$ cat config.mk
export PLATFORM = sky130hd
export DESIGN_NAME = fft_ctrl
export DESIGN_NICKNAME = d
export VERILOG_FILES = /design/src/rtl/fft_pkg.sv /design/src/rtl/bitrev.sv /design/src/rtl/fft_ctrl.sv
export SDC_FILE = /design/constraint.sdc
export NUM_CORES = 1
export LEC_CHECK = 0
export CELL_PAD_IN_SITES_DETAIL_PLACEMENT = 0
export CELL_PAD_IN_SITES_GLOBAL_PLACEMENT = 1
export CORE_AREA = 5 5 84 86
export CTS_CLUSTER_DIAMETER = 100
export DETAILED_ROUTE_END_ITERATION = 10
export DIE_AREA = 0 0 89 91
export PLACE_DENSITY = 0.61
export SLEW_MARGIN = 20
export SYNTH_ARGS = -nofsm -noshare
export SYNTH_HDL_FRONTEND = slang
export SYNTH_SLANG_ARGS = --single-unit
$ cat constraint.sdc
create_clock -name clk -period 2 [get_ports clk]
set_clock_uncertainty 0.05 [all_clocks]
set_input_delay 0.2 -clock clk [delete_from_list [all_inputs] [get_ports clk]]
set_output_delay 0.2 -clock clk [all_outputs]
set_load 0.01 [all_outputs]
$ cat src/rtl/fft_pkg.sv
`default_nettype none
// +----------------------------------------------------------------------------+
// | fft_pkg                                                                    |
// | Shared sizing constants and sequencer state type for the 512-point FFT.    |
// | Revision: 1.0                                                              |
// +----------------------------------------------------------------------------+
package fft_pkg;

    localparam int FFT_N       = 512;
    localparam int FFT_LEVEL   = 9;
    // AGU needs LEVEL*N/2 + 1 cycles; the margin absorbs pipeline slack.
    localparam int FFT_TIMEOUT = FFT_LEVEL * FFT_N / 2 + 16;

    typedef enum logic [2:0] {
        ST_IDLE    = 3'd0,
        ST_LOAD    = 3'd1,
        ST_ARM     = 3'd2,
        ST_COMPUTE = 3'd3,
        ST_UNLOAD  = 3'd4
    } fft_ctrl_state_t;

endpackage
`default_nettype wire

$ cat src/rtl/bitrev.sv
`default_nettype none
// +----------------------------------------------------------------------------+
// | bitrev                                                                     |
// | Pure wiring: reverses the bit order of a LEVEL-bit index.                  |
// | Revision: 1.0                                                              |
// +----------------------------------------------------------------------------+
module bitrev
    import fft_pkg::*;
#(
    parameter int LEVEL = FFT_LEVEL
) (
    input  logic [LEVEL-1:0] i_data,
    output logic [LEVEL-1:0] o_data
);

    generate
        for (genvar g = 0; g < LEVEL; g++) begin : g_bit
            assign o_data[g] = i_data[LEVEL-1-g];
        end
    endgenerate

endmodule
`default_nettype wire

$ cat src/rtl/fft_ctrl.sv
`default_nettype none
// +----------------------------------------------------------------------------+
// | fft_ctrl                                                                   |
// | Frame sequencer: LOAD samples, ARM/run the AGU, UNLOAD results.            |
// | FFT_CTRL_BITREV_EN: bit-reversed load addressing (natural-order input).    |
// | Revision: 1.0                                                              |
// +----------------------------------------------------------------------------+
module fft_ctrl
    import fft_pkg::*;
#(
    parameter int N       = FFT_N,
    parameter int LEVEL   = FFT_LEVEL,
    parameter int TIMEOUT = FFT_TIMEOUT
) (
    input  logic             clk,
    input  logic             reset,
    input  logic             start,
    input  logic             abort,
    input  logic             in_valid,
    output logic             in_ready,
    output logic [LEVEL-1:0] load_addr,
    output logic             load_we,
    output logic             fft_load,
    output logic             agu_reset,
    output logic             fft_enable,
    input  logic             fft_done,
    output logic [LEVEL-1:0] unload_addr,
    output logic             out_sel,
    output logic             out_valid,
    input  logic             out_ready,
    output logic             out_last,
    output logic             busy,
    output logic             frame_done,
    output logic             timeout_err
);

    localparam int WD_W = $clog2(TIMEOUT + 1);

    localparam logic [LEVEL:0]  c_cnt_last = (LEVEL+1)'(N - 1);
    localparam logic [WD_W-1:0] c_wd_last  = WD_W'(TIMEOUT - 1);
    // An odd number of ping-pong stages leaves the results in RAM1.
    localparam logic            c_out_sel  = ((LEVEL % 2) == 1);

    fft_ctrl_state_t  r_state;
    fft_ctrl_state_t  w_state_nxt;
    logic [LEVEL:0]   r_cnt;
    logic [LEVEL:0]   w_cnt_nxt;
    logic [WD_W-1:0]  r_wdog;
    logic [WD_W-1:0]  w_wdog_nxt;
    logic             r_out_valid;
    logic             w_out_valid_nxt;
    logic             r_frame_done;
    logic             w_frame_done_nxt;
    logic             r_timeout_err;
    logic             w_timeout_err_nxt;
    logic             r_rst_seen;
    logic             w_load_hs;
    logic             w_accept;
    logic             w_cnt_is_last;
    logic [LEVEL-1:0] w_load_idx;

    assign w_load_hs     = in_valid && (r_state == ST_LOAD);
    assign w_accept      = r_out_valid && out_ready;
    assign w_cnt_is_last = (r_cnt == c_cnt_last);

`ifdef FFT_CTRL_BITREV_EN
    bitrev #(
        .LEVEL  (LEVEL)
    ) u_bitrev (
        .i_data (r_cnt[LEVEL-1:0]),
        .o_data (w_load_idx)
    );
`else
    assign w_load_idx = r_cnt[LEVEL-1:0];
`endif

    always_ff @(posedge clk or negedge reset) begin
        if (!reset) begin
            r_state       <= ST_IDLE;
            r_cnt         <= '0;
            r_wdog        <= '0;
            r_out_valid   <= 1'b0;
            r_frame_done  <= 1'b0;
            r_timeout_err <= 1'b0;
            r_rst_seen    <= 1'b0;
        end else begin
            r_state       <= w_state_nxt;
            r_cnt         <= w_cnt_nxt;
            r_wdog        <= w_wdog_nxt;
            r_out_valid   <= w_out_valid_nxt;
            r_frame_done  <= w_frame_done_nxt;
            r_timeout_err <= w_timeout_err_nxt;
            r_rst_seen    <= 1'b1;
        end
    end

    always_comb begin
        w_state_nxt       = r_state;
        w_cnt_nxt         = r_cnt;
        w_wdog_nxt        = '0;
        w_out_valid_nxt   = 1'b0;
        w_frame_done_nxt  = 1'b0;
        w_timeout_err_nxt = r_timeout_err;

        case (r_state)
            ST_IDLE: begin
                // r_rst_seen masks a start coinciding with reset release.
                if (start && r_rst_seen) begin
                    w_state_nxt       = ST_LOAD;
                    w_cnt_nxt         = '0;
                    w_timeout_err_nxt = 1'b0;
                end
            end
            ST_LOAD: begin
                if (w_load_hs) begin
                    if (w_cnt_is_last) begin
                        w_state_nxt = ST_ARM;
                        w_cnt_nxt   = '0;
                    end else begin
                        w_cnt_nxt = r_cnt + 1'b1;
                    end
                end
            end
            ST_ARM: begin
                w_state_nxt = ST_COMPUTE;
            end
            ST_COMPUTE: begin
                w_wdog_nxt = r_wdog + 1'b1;
                if (fft_done) begin
                    w_state_nxt = ST_UNLOAD;
                    w_cnt_nxt   = '0;
                    w_wdog_nxt  = '0;
                end else if (r_wdog == c_wd_last) begin
                    w_state_nxt       = ST_IDLE;
                    w_wdog_nxt        = '0;
                    w_timeout_err_nxt = 1'b1;
                end
            end
            ST_UNLOAD: begin
                // The first UNLOAD cycle only issues the address; data follows.
                w_out_valid_nxt = 1'b1;
                if (w_accept) begin
                    if (w_cnt_is_last) begin
                        w_state_nxt      = ST_IDLE;
                        w_cnt_nxt        = '0;
                        w_out_valid_nxt  = 1'b0;
                        w_frame_done_nxt = 1'b1;
                    end else begin
                        w_cnt_nxt = r_cnt + 1'b1;
                    end
                end
            end
            default: begin
                w_state_nxt = ST_IDLE;
                w_cnt_nxt   = '0;
            end
        endcase

        if (abort) begin
            w_state_nxt       = ST_IDLE;
            w_cnt_nxt         = '0;
            w_wdog_nxt        = '0;
            w_out_valid_nxt   = 1'b0;
            w_frame_done_nxt  = 1'b0;
            w_timeout_err_nxt = r_timeout_err;
        end
    end

    assign in_ready    = (r_state == ST_LOAD);
    assign load_we     = in_valid && in_ready;
    assign fft_load    = (r_state == ST_LOAD);
    assign agu_reset   = (r_state == ST_COMPUTE);
    assign fft_enable  = (r_state == ST_COMPUTE);
    assign busy        = (r_state != ST_IDLE);
    assign load_addr   = (r_state == ST_LOAD)   ? w_load_idx       : '0;
    assign unload_addr = (r_state == ST_UNLOAD) ? r_cnt[LEVEL-1:0] : '0;
    assign out_sel     = c_out_sel;
    assign out_valid   = r_out_valid;
    assign out_last    = r_out_valid && w_cnt_is_last;
    assign frame_done  = r_frame_done;
    assign timeout_err = r_timeout_err;

endmodule
`default_nettype wire

==> out/qor.txt, run 1 <==
Final setup violation count - 0
Die Span X - 89 um
RSZ-0062 raised after global routing - no
Post-synth EDFFs - 0
Max-cap violations - 0
CTS tree - yes
commonest non-fill, non-tap cells in the layout - 33 x buf_4, 29 x dfrtp_1, 23 x nor2_1
dpl ws - 0.00782 ns
Fin. Hold Viols - 0
Top FF cell, synth - dfrtp_1
Reg2Reg Setup Slack - 0.11 ns
Final Cell Area - 0.00252 mm^2
critical path arrival - 1.65 ns
IO buf count - 34
sequential area share after synthesis - 40.0%
CP Max Fanout - 6
via count - 1691
antenna viol nets, final - 0
Async SR Flop Fraction - 100%
Synth Area in XOR/XNOR - 5.31%
post-synthesis simple-gate area fraction - 30.7%
fin worst setup slack - 0.0989 ns
detailed placer's ending HPWL - 3.71 mm
final WL - 5.05 mm
syn_area_per_cell - 9.31 um^2
fin crit share - 95.1%
Max VDD drop - 0.308 mV
antenna violations before repair - 0
leakage power - 1.14 nW
die height - 91 um
core area - 0.00620 mm^2
GPL Wtd Cong - 0.818
CP Class - register to primary output
Worst EP required - 1.75 ns
ant diodes - 0
clk slew on worst S/H paths - 0.07 ns
Synth Area in Compound Gates - 16.0%
status - completed
first-pass GRT wire length - 8.50 mm
Avg WL per Cell - 15.0 um
GRT overflow - 0
PD cells - 770 mW/mm^2
largest family of logic cells by synthesized area - simple AND/OR/NAND/NOR gates
Sink Count - 29
H-tree depth - 2
IO Count - 36
row count - 29
CP startpoint kind - register
CP endpoint kind - primary output
drt pass-1 iters - 4
# fillers - 636
Area after DPL - 0.00240 mm^2
Max Buffers Root-to-Sink - 2
number of global-route vias before repair - 1651
Num CTS Buffers - 5
worst hold path type - input pin to asynchronous set/reset pin
Cell Chain, Critical Path - buf_6 > nor3b_4 > buf_4 > buf_6 > buf_4 > and2_4 > buf_2
CTS root buf - clkbuf_8
Adder-Cell Fraction of Synth Area - 1.38%
Area Growth Syn to Fin - 38.8%
Synth Register Bits - 29
Mapped Cells - 195
Final Max Slew Viols - 0
fmax - 526 MHz
DRC viols - 0
R2R Path Start - r_state[0]
Die Footprint - 0.00810 mm^2
DRT iter0 DRCs - 77
Skew-Pair Late Insertion Delay - 0.29 ns
initial core utilization - 29.3%
synthesized cell area - 0.00182 mm^2
largest net degree at the start of global routing - 30
depth of the most critical reg-to-reg path - 6
WP buf/inv - 5
overall power after layout - 1.94 mW
Synth cell types - 50
Overall Global Routing Usage - 13.4%
slowest stage delay, CP - 0.43 ns
share of layout cells above drive strength 1 - 25.0%
layout net count - 268
Vias/cell - 5.02
fraction of synthesized area in multiplexers - 0.551%
fin crit period - 1.90 ns
Synth warnings - 0
CP max-delay cell - dfrtp_1
Min Hold Slack - 0.250 ns
commonest non-fill, non-tap cell in the layout - buf_4
Reg-to-Reg End - r_cnt[2]
cell family with most CP delay - buffers and inverters
==> Yosys cell counts, types with 3 or more instances <==
cell,count,area [um^2]
dfrtp_1,29,726
nor2_1,24,90.1
nand2_1,15,56.3
and3_1,12,75.1
and2_1,10,62.6
xnor2_1,9,78.8
nand4_1,6,37.5
nor3_1,6,30.0
o211ai_1,6,45.0
a22o_1,5,43.8
buf_2,5,25.0
inv_1,5,18.8
nand3_1,5,25.0
nor4_1,5,31.3
buf_4,4,30.0
o21ai_0,4,20.0
a21oi_1,3,15.0
clkbuf_1,3,11.3
==> kinds of logic (layout without fill, tap and decap cells) <==
group | count (synthesis) | count (layout)
AND/OR/NAND/NOR | 97 | 97
AO/OA/AOI/OAI | 35 | 35
flip-flops | 29 | 29
buffers and inverters | 19 | 83
XOR/XNOR | 11 | 11
adder cells (fa/ha/maj) | 2 | 2
other | 1 | 2
multiplexers | 1 | 1
==> per-stage QoR <==
step / setup TNS [ns] / util [%] / cells
CTS: -0.0232 / 40.7 / 336
floorplan: 0 / - / 196
detailed placement: 0 / 38.6 / 322
finish: 0 / 40.6 / 337
global placement: 0 / 38.6 / 322
global route: 0 / 40.6 / 337
==> worst register-to-register path, stage by stage, from the launching register on <==
cell and delay [ns]:
dfrtp_1 0.43, buf_4 0.20, xnor2_1 0.28, or2_1 0.40
nor4_4 0.06, buf_4 0.16, a22o_1 0.20
==> flip-flops by register name, summed over array words and instances (netlist names) <==
name         cells
r_rst_seen       1
timeout_err      1
out_valid        1
r_wdog          12
r_state          3
frame_done       1
r_cnt           10
==> layout make-up <==
class                   count  area [um^2]  area share (%)
multi-input cells         148         1020            40.3
flip-flops and latches     29          726            28.8
repair buffers             70          577            22.9
well taps                  77         96.3            3.82
clock buffers               5         68.8            2.73
inverters                   5         18.8           0.745
clock inverters             3         17.5           0.695
==> routing by layer <==
metal / GRT usage, % / share of wire (%)
met1: 18.7 / 47
met2: 20.5 / 47
met3: 3.71 / 4.9
met4: 3.10 / 1.0
met5: 0 / 0
==> where the power goes <==
group          switching (mW)  internal (mW)  total, mW
registers              0.0411          0.622      0.663
logic                   0.416          0.371      0.787
clock network           0.250          0.240      0.490
total                   0.708           1.23       1.94
==> worst max-delay path by stage <==
stage               start              to  slack, ns  cells after the start
2_1_floorplan    r_cnt[0]        r_cnt[7]       0.27                      5
3_3_place_gp     r_cnt[0]        out_last       0.06                      5
3_5_place_dp        abort       r_wdog[5]      0.008                      6
4_1_cts        r_state[1]  unload_addr[5]      -0.02                      7
5_1_grt        r_state[1]  unload_addr[5]      0.003                      7
6_report       r_state[1]  unload_addr[5]        0.1                      7
==> timing repair <==
| action | 4_1_cts | 5_1_grt |
|---|---|---|
| setup buffers | 6 | 1 |
| hold buffers | 0 | 0 |
| pin swaps | 3 | 2 |
| hold endpoints to repair | 0 | 0 |
| gates resized for setup | 31 | 20 |
| endpoints found under the setup margin | 22 | 14 |
(Power assumes the default switching activity.)
==> run 2: changes to the inputs <==
--- a/config.mk
+++ b/config.mk
@@ -12,6 +12,7 @@
 export DETAILED_ROUTE_END_ITERATION = 10
 export DIE_AREA = 0 0 89 91
 export PLACE_DENSITY = 0.61
+export SKIP_LAST_GASP = 1
 export SLEW_MARGIN = 20
 export SYNTH_ARGS = -nofsm -noshare
 export SYNTH_HDL_FRONTEND = slang
==> out/qor.txt, run 2 (synthesis gave the netlist of run 1 again) <==
Area after DPL - 0.00240 mm^2 (unchanged)
fin crit share - 98.3% (+3.2 points)
initial core utilization - 29.3% (unchanged)
Final TNS setup - 0 ns (unchanged)
final WL - 5.02 mm (-0.59%)
ant diodes - 0 (unchanged)
dpl ws - 0.00782 ns (unchanged)
CP startpoint kind - register
Vias/cell - 4.94 (-1.5%)
Min Hold Slack - 0.252 ns (+0.00153 ns)
Max-cap violations - 0 (unchanged)
RSZ-0062 raised after global routing - yes
GRT overflow - 0 (unchanged)
CP Class - register to primary output
Worst EP required - 1.75 ns (about the same)
first-pass GRT wire length - 8.49 mm (about the same)
Die Footprint - 0.00810 mm^2 (unchanged)
Max Buffers Root-to-Sink - 2 (unchanged)
layout net count - 268 (unchanged)
detailed placer's ending HPWL - 3.71 mm (unchanged)
GR Util met1 - 18.7% (unchanged)
# fillers - 638 (+0.31%)
Int Pwr - 1.24 mW (+0.39%)
Sw Share - 36.3% (-0.17 points)
GPL Wtd Cong - 0.818 (unchanged)
largest register by flop count - r_wdog
number of global-route vias before repair - 1652 (+0.061%)
most used routing layer - met2
commonest non-fill, non-tap cells in the layout - 35 x buf_4, 29 x dfrtp_1, 24 x nor2_1
clock share of power - 25.1% (-0.2 points)
Non-Filler Instances - 337 (unchanged)
fin crit period - 1.97 ns (+0.0641 ns)
max reg flops - 12 (unchanged)
Num CTS Buffers - 5 (unchanged)
DRT iter0 DRCs - 62 (-19%)
Final Cell Area - 0.00251 mm^2 (-0.25%)
CTS root buf - clkbuf_8
Largest regs - r_wdog: 12 flops, r_cnt: 10 flops, r_state: 3 flops
drt pass-1 iters - 4 (unchanged)
CP endpoint kind - primary output
Comb pwr share - 40.9% (+0.3 points)
Skew-Pair Late Insertion Delay - 0.28 ns (about the same)
commonest non-fill, non-tap cell in the layout - buf_4
placed insts - 322 (unchanged)
row count - 29 (unchanged)
Final setup violation count - 0 (unchanged)
critical path arrival - 1.72 ns (+0.07 ns)
fmax - 509 MHz (-3.3%)
CP Max Fanout - 3 (-3)
antenna viol nets, final - 0 (unchanged)
antenna violations before repair - 0 (unchanged)
CTS tree - yes
final core occ - 40.5% (-0.10 points)
Reg power frac - 34.0% (-0.2 points)
DRC viols - 0 (unchanged)
clk slew on worst S/H paths - 0.07 ns (about the same)
share of layout cells above drive strength 1 - 23.5% (-1.5 points)
PD cells - 773 mW/mm^2 (+0.38%)
Avg WL per Cell - 14.9 um (-0.59%)
largest net degree at the start of global routing - 30 (unchanged)
overall power after layout - 1.94 mW (+0.13%)
worst hold path type - input pin to asynchronous set/reset pin
fin worst setup slack - 0.0348 ns (-0.0641 ns)
met2 usage in global routing - 20.5% (unchanged)
Final Max Slew Viols - 0 (unchanged)
GR Util met3 - 3.71% (unchanged)
Psw - 705 uW (-0.33%)
Sink Count - 29 (unchanged)
status - completed
IO Count - 36 (unchanged)
Area Growth Syn to Fin - 38.5%
die height - 91 um (unchanged)
H-tree depth - 2 (unchanged)
Max VDD drop - 0.308 mV (about the same)
Overall Global Routing Usage - 13.4% (unchanged)
Fin. Hold Viols - 0 (unchanged)
leakage power - 1.13 nW (-0.92%)
Die Span X - 89 um (unchanged)
core area - 0.00620 mm^2 (unchanged)
via count - 1665 (-1.5%)
IO buf count - 34 (unchanged)
==> run 2: final cells by class <==
type	instances	area (um^2)	share of cell area (%)
timing repair buffer	70	576	22.9
sequential	29	726	28.9
clock buffer	5	68.8	2.74
tap	77	96.3	3.83
clock inverter	3	17.5	0.697
inverter	5	18.8	0.747
multi-input combinational	148	1010	40.2
==> run 2: what timing repair did <==
| action | CTS | global route |
|---|---|---|
| endpoints found under the setup margin | 22 | 13 |
| gates resized for setup | 25 | 16 |
| hold buffers | 0 | 0 |
| buffers inserted | 6 | 1 |
| pin swaps | 3 | 1 |
==> run 2: metal layers <==
metal | up-vias | wire length (um)
met4 | 0 | 52
met5 | - | 0
met3 | 5 | 222
met2 | 32 | 2340
li1 | 835 | -
met1 | 793 | 2410
==> run 2: worst paths after layout <==
path                       cells after the start        from  slack (ns)    endpoint
max                                            3  r_state[1]        0.03        busy
min                                            2       reset        0.25  r_rst_seen
max reg2reg                                    6  r_state[1]        0.07    r_cnt[2]
min reg2reg                                    1   r_wdog[0]        0.41   r_wdog[0]
max in group asynchronous                      2       reset        1.35    r_cnt[4]
min in group clk                               1   r_wdog[0]        0.41   r_wdog[0]
==> run 2: power by group through the flow <==
stage                     Sequential, mW  Clock, mW  Combinational, mW
final                              0.660      0.488              0.795
after global routing               0.667      0.535              0.866
after CTS                          0.658      0.504              0.780
after detailed placement           0.662          0              0.768
after global placement             0.663          0              0.778
after floorplan                    0.655          0              0.472
==> run 2: worst max-delay path: stages, from the launching register on <==
cell and delay [ns]:
dfrtp_1 0.40, buf_4 0.14, or3_1 0.38, clkdlybuf4s50_1 0.50
